`src/rtl/exu_wbck_arb.sv`:
```
// Write-back arbiter: merges ALU and long-pipe write-back requests into a
// single registered regfile write port. The long pipe wins by default; an ALU
// request that has stalled STARVE_LIMIT cycles is given one turn of priority.
module exu_wbck_arb #(
    parameter int unsigned XLEN         = 32,
    parameter int unsigned RFIDX_WIDTH  = 5,
    parameter int unsigned STARVE_LIMIT = 4
) (
    input  logic                   clk,
    input  logic                   rst_n,

    input  logic                   alu_wbck_i_valid,
    output logic                   alu_wbck_i_ready,
    input  logic [XLEN-1:0]        alu_wbck_i_data,
    input  logic [RFIDX_WIDTH-1:0] alu_wbck_i_rdidx,

    input  logic                   longp_wbck_i_valid,
    output logic                   longp_wbck_i_ready,
    input  logic [XLEN-1:0]        longp_wbck_i_data,
    input  logic [RFIDX_WIDTH-1:0] longp_wbck_i_rdidx,

    output logic                   rf_wbck_o_ena,
    output logic [XLEN-1:0]        rf_wbck_o_data,
    output logic [RFIDX_WIDTH-1:0] rf_wbck_o_rdidx,

    output logic                   arb_alu_pri
);

    localparam int unsigned CNT_W = 4;
    localparam logic [CNT_W-1:0] CNT_MAX   = {CNT_W{1'b1}};
    localparam logic [CNT_W-1:0] CNT_LIMIT = CNT_W'(STARVE_LIMIT);

    typedef enum logic {
        LONGP_PRI = 1'b0,
        ALU_PRI   = 1'b1
    } state_e;

    state_e                 state_q, state_d;
    logic [CNT_W-1:0]       cnt_q, cnt_d;
    logic                   ena_q, ena_d;
    logic [XLEN-1:0]        data_q, data_d;
    logic [RFIDX_WIDTH-1:0] rdidx_q, rdidx_d;

    logic                   alu_hs;
    logic                   longp_hs;
    logic [CNT_W-1:0]       cnt_inc;

    // Grant, starve counter, FSM next state and write-port next values
    always_comb begin
        state_d            = state_q;
        cnt_d              = cnt_q;
        ena_d              = 1'b0;
        data_d             = data_q;
        rdidx_d            = rdidx_q;
        alu_wbck_i_ready   = 1'b0;
        longp_wbck_i_ready = 1'b0;
        cnt_inc            = (cnt_q == CNT_MAX) ? CNT_MAX : cnt_q + CNT_W'(1);

        if (state_q == ALU_PRI) begin
            alu_wbck_i_ready   = alu_wbck_i_valid;
            longp_wbck_i_ready = longp_wbck_i_valid & ~alu_wbck_i_valid;
        end else begin
            longp_wbck_i_ready = longp_wbck_i_valid;
            alu_wbck_i_ready   = alu_wbck_i_valid & ~longp_wbck_i_valid;
        end

        alu_hs   = alu_wbck_i_valid & alu_wbck_i_ready;
        longp_hs = longp_wbck_i_valid & longp_wbck_i_ready;

        if (alu_hs) begin
            cnt_d = '0;
        end else if (alu_wbck_i_valid) begin
            cnt_d = cnt_inc;
        end

        unique case (state_q)
            LONGP_PRI: begin
                if (alu_wbck_i_valid && !alu_hs && (cnt_inc == CNT_LIMIT)) begin
                    state_d = ALU_PRI;
                end
            end
            ALU_PRI: begin
                // One ALU turn only; a withdrawn request also forfeits the turn
                // and restarts starvation counting from zero.
                if (alu_hs) begin
                    state_d = LONGP_PRI;
                end else if (!alu_wbck_i_valid) begin
                    state_d = LONGP_PRI;
                    cnt_d   = '0;
                end
            end
            default: state_d = LONGP_PRI;
        endcase

        if (alu_hs) begin
            ena_d   = (alu_wbck_i_rdidx != '0);
            data_d  = alu_wbck_i_data;
            rdidx_d = alu_wbck_i_rdidx;
        end else if (longp_hs) begin
            ena_d   = (longp_wbck_i_rdidx != '0);
            data_d  = longp_wbck_i_data;
            rdidx_d = longp_wbck_i_rdidx;
        end
    end

    // State, counter and registered write port
    always_ff @(posedge clk or negedge rst_n) begin
        if (!rst_n) begin
            state_q <= LONGP_PRI;
            cnt_q   <= '0;
            ena_q   <= 1'b0;
            data_q  <= '0;
            rdidx_q <= '0;
        end else begin
            state_q <= state_d;
            cnt_q   <= cnt_d;
            ena_q   <= ena_d;
            data_q  <= data_d;
            rdidx_q <= rdidx_d;
        end
    end

    assign rf_wbck_o_ena   = ena_q;
    assign rf_wbck_o_data  = data_q;
    assign rf_wbck_o_rdidx = rdidx_q;
    assign arb_alu_pri     = (state_q == ALU_PRI);

endmodule

```
`config.mk`:
```
export PLATFORM = sky130hd
export DESIGN_NAME = exu_wbck_arb
export DESIGN_NICKNAME = d
export VERILOG_FILES = /design/src/rtl/exu_wbck_arb.sv
export SDC_FILE = /design/constraint.sdc
export NUM_CORES = 1
export LEC_CHECK = 0
export ABC_AREA = 1
export CAP_MARGIN = 20
export CORE_MARGIN = 8
export CORE_UTILIZATION = 42
export DETAILED_ROUTE_END_ITERATION = 16
export PLACE_DENSITY = 0.86
export SETUP_SLACK_MARGIN = 0.5
export SLEW_MARGIN = 15
export SYNTH_ARGS = -nofsm -noshare
export SYNTH_HDL_FRONTEND = slang
export SYNTH_SLANG_ARGS = --single-unit
```
`constraint.sdc`:
```
create_clock -name clk -period 2.2 [get_ports clk]
set_input_delay 0.66 -clock clk [delete_from_list [all_inputs] [get_ports clk]]
set_output_delay 0.66 -clock clk [all_outputs]
set_load 0.1 [all_outputs]
```
==> flow_summary_export.csv <==
group,metric,value,unit
status,status,"finished, final reports clean",
sta,post-route-min-period,1850,ps
synth,ys_ff_latch,43,
die,core-area,5040,sq um
routing,dr_total_vias,2362,
die,die_area,7690,sq um
worst_setup_path,worst_setup_path_end_kind,"output port",
die,start_util,42.8,%
pwr,pwr_density_cell,788,nW/um^2
worst_setup_path,rr_startpoint,"arb_alu_pri",
routing,drc,0,
worst_setup_path,required,1540,ps
routing,antenna_left,0,
routing,first_iter_violations,126,
synth,synth_warnings,0,
sta,hold_violations,0,
worst_setup_path,r2r_slack,590,ps
worst_setup_path,r2r_cells,8,
grt,grt_max_degree,47,
sta,hold_ws,328,ps
placed_design,dp_hpwl,5460,um
worst_hold_path,hp-class,"primary input to async pin",
layout,n_antenna_cell,0,
sta,setup_viol,0,
clocking,cts_buffers,5,
layout,finalCoreUtilization,70.2,%
pwr,power.leakage,1.61,nW
layout,drive_gt1_share,19.3,%
die,rows,26,
sta,max_freq,0.539,GHz
clocking,cts_root_buf,"clkbuf_8",
worst_setup_path,cp-start-kind,"primary input",
grt,grt_pass1_vias,2392,
sta,final_max_slew_viol_count,0,
placed_design,port_buffers,118,
synth,syn-cell-area,2160,sq um
routing,avgViaCountPerCell,5.03,
sta,tns,0,ps
worst_setup_path,r2r-end,"rf_wbck_o_rdidx[0]",
synth,ys_seq_area_share,49.9,%
grt,grt_pass1_wl,11700,um
clocking,max-clock-path-buffers,2,
layout,areaGrowthSynthToFinish,64.1,%
sta,worstMarginPinSlew,485,ps
routing,drt-wirelength-per-cell,15.7,um
clocking,cts_sinks,43,
clocking,ctsHoldBuffers,0,
clocking,cts.htree.levels,2,
grt,grt_util_all_layers,19.2,%
sta,max_slew_margin,67.7,%
synth,synthDistinctLibCells,18,
placed_design,place.gp.congestion,0.818,
synth,synth_fp_nets,355,
synth,synth_cells,276,
grt,grt_overflow_total,0,
routing,drt_wl_total,7390,um
synth,synth_area_per_cell,7.82,sq um
die,io_pins,119,
grt,antenna_found_initial,0,
die,die_h,87.7,um
clocking,cts_tree,"yes",
clocking,clk_pin_slew_worst_paths,80,ps
flow_run,drv_cap,0,
die,die_w,87.7,um
sta,finalCritPeriodShare,84.3,%
sta,rsz0062_at_grt,"true",
worst_setup_path,arrival,1190,ps
routing,drt-pass1-iter-count,4,
worst_setup_path,critPathKind,"primary input to output port",
layout,nNetsFinal,478,
pwr,irDropWorstVdd,0.568,mV
sta,clock_skew,3.61,ps
worst_setup_path,crit_path_max_fanout,3,
clocking,clk-insertion-delay-late,280,ps
pwr,total_power,2.79,mW
## where the power goes
part           switching, mW  leakage (nW)  internal, mW
Combinational          0.925          1.05         0.368
Sequential            0.0675         0.510         0.892
Clock                  0.252        0.0515         0.287
## critical path, cell delays in order
cell	delay, ps
buf_4	130
nand2_8	60
nand2_4	70
clkinvlp_4	100
buf_12	170
## worst max-delay path by stage
stage	from	to	slack (ps)	cells after the start
3_3_place_gp	alu_wbck_i_valid	rf_wbck_o_data[26]	-150	7
6_report	alu_wbck_i_valid	longp_wbck_i_ready	350	5
5_1_grt	arb_alu_pri	longp_wbck_i_ready	310	4
2_1_floorplan	alu_wbck_i_valid	longp_wbck_i_ready	220	4
3_5_place_dp	alu_wbck_i_valid	rf_wbck_o_data[16]	-270	7
4_1_cts	alu_wbck_i_valid	longp_wbck_i_ready	340	5
## synthesized netlist by cell type, drive strengths merged
master | number | area share, %
dfrtp | 43 | 50
nand3 | 5 | 1.4
nand3b | 1 | 0.35
clkbuf | 5 | 0.87
inv | 23 | 4.0
ha | 1 | 0.58
o21ai | 43 | 10
a21oi | 59 | 14
nand2 | 67 | 12
nor2 | 15 | 2.6
buf | 12 | 4.2
or2 | 1 | 0.29
xnor2 | 1 | 0.41
## layout make-up
type | instances | area, sq um
Clock buffer | 8 | 100
Fill cell | 412 | 1500
Inverter | 23 | 95.1
Multi-Input combinational cell | 193 | 912
Sequential cell | 43 | 1080
Tap cell | 70 | 87.6
Timing Repair Buffer | 133 | 1270
## repair_timing
item | CTS | global route
gates cloned | 0 | 0
resized for setup | 16 | 1
endpoints found under the setup margin | 45 | 5
pin swaps | 1 | 0
setup buffers | 5 | 1
## layer usage
layer / GRT usage (%) / routed length [um]
met1: 23.2 / 3050
met4: 5.00 / 142
met3: 5.16 / 582
met5: 0 / 0
met2: 33.0 / 3610
## placed cells by master (no fill, tap or decap), drive strengths merged
cell	n
a21oi	59
clkbuf	8
dfrtp	43
xnor2	1
ha	1
buf	59
clkdlybuf4s50	74
nand3	5
nand2	67
o21ai	43
nor2	15
inv	22
nand3b	1
or2	1
clkinvlp	1
## through the flow
stage,instance area [sq um],std cells,setup WS (ps)
after CTS,3530,469,344
final,3540,470,345
after global placement,3380,456,-155
after global routing,3540,470,310
after detailed placement,3380,456,-267
after floorplan,2210,276,222
## cells by family (layout without fill, tap and decap cells)
kind of cell	count (synthesis)	after routing	synth area share [%]
buffers and inverters	40	164	9.10
AO/OA/AOI/OAI	102	102	23.7
flip-flops	43	43	49.9
adder cells (fa/ha/maj)	1	1	0.580
AND/OR/NAND/NOR	89	89	16.4
XOR/XNOR	1	1	0.406
## flip-flops by register name (all words and copies together) (netlist names)
name / cells
cnt_q: 4
rf_wbck_o_rdidx: 5
arb_alu_pri: 1
rf_wbck_o_data: 32
rf_wbck_o_ena: 1
Power figures use the tool's default switching activity.
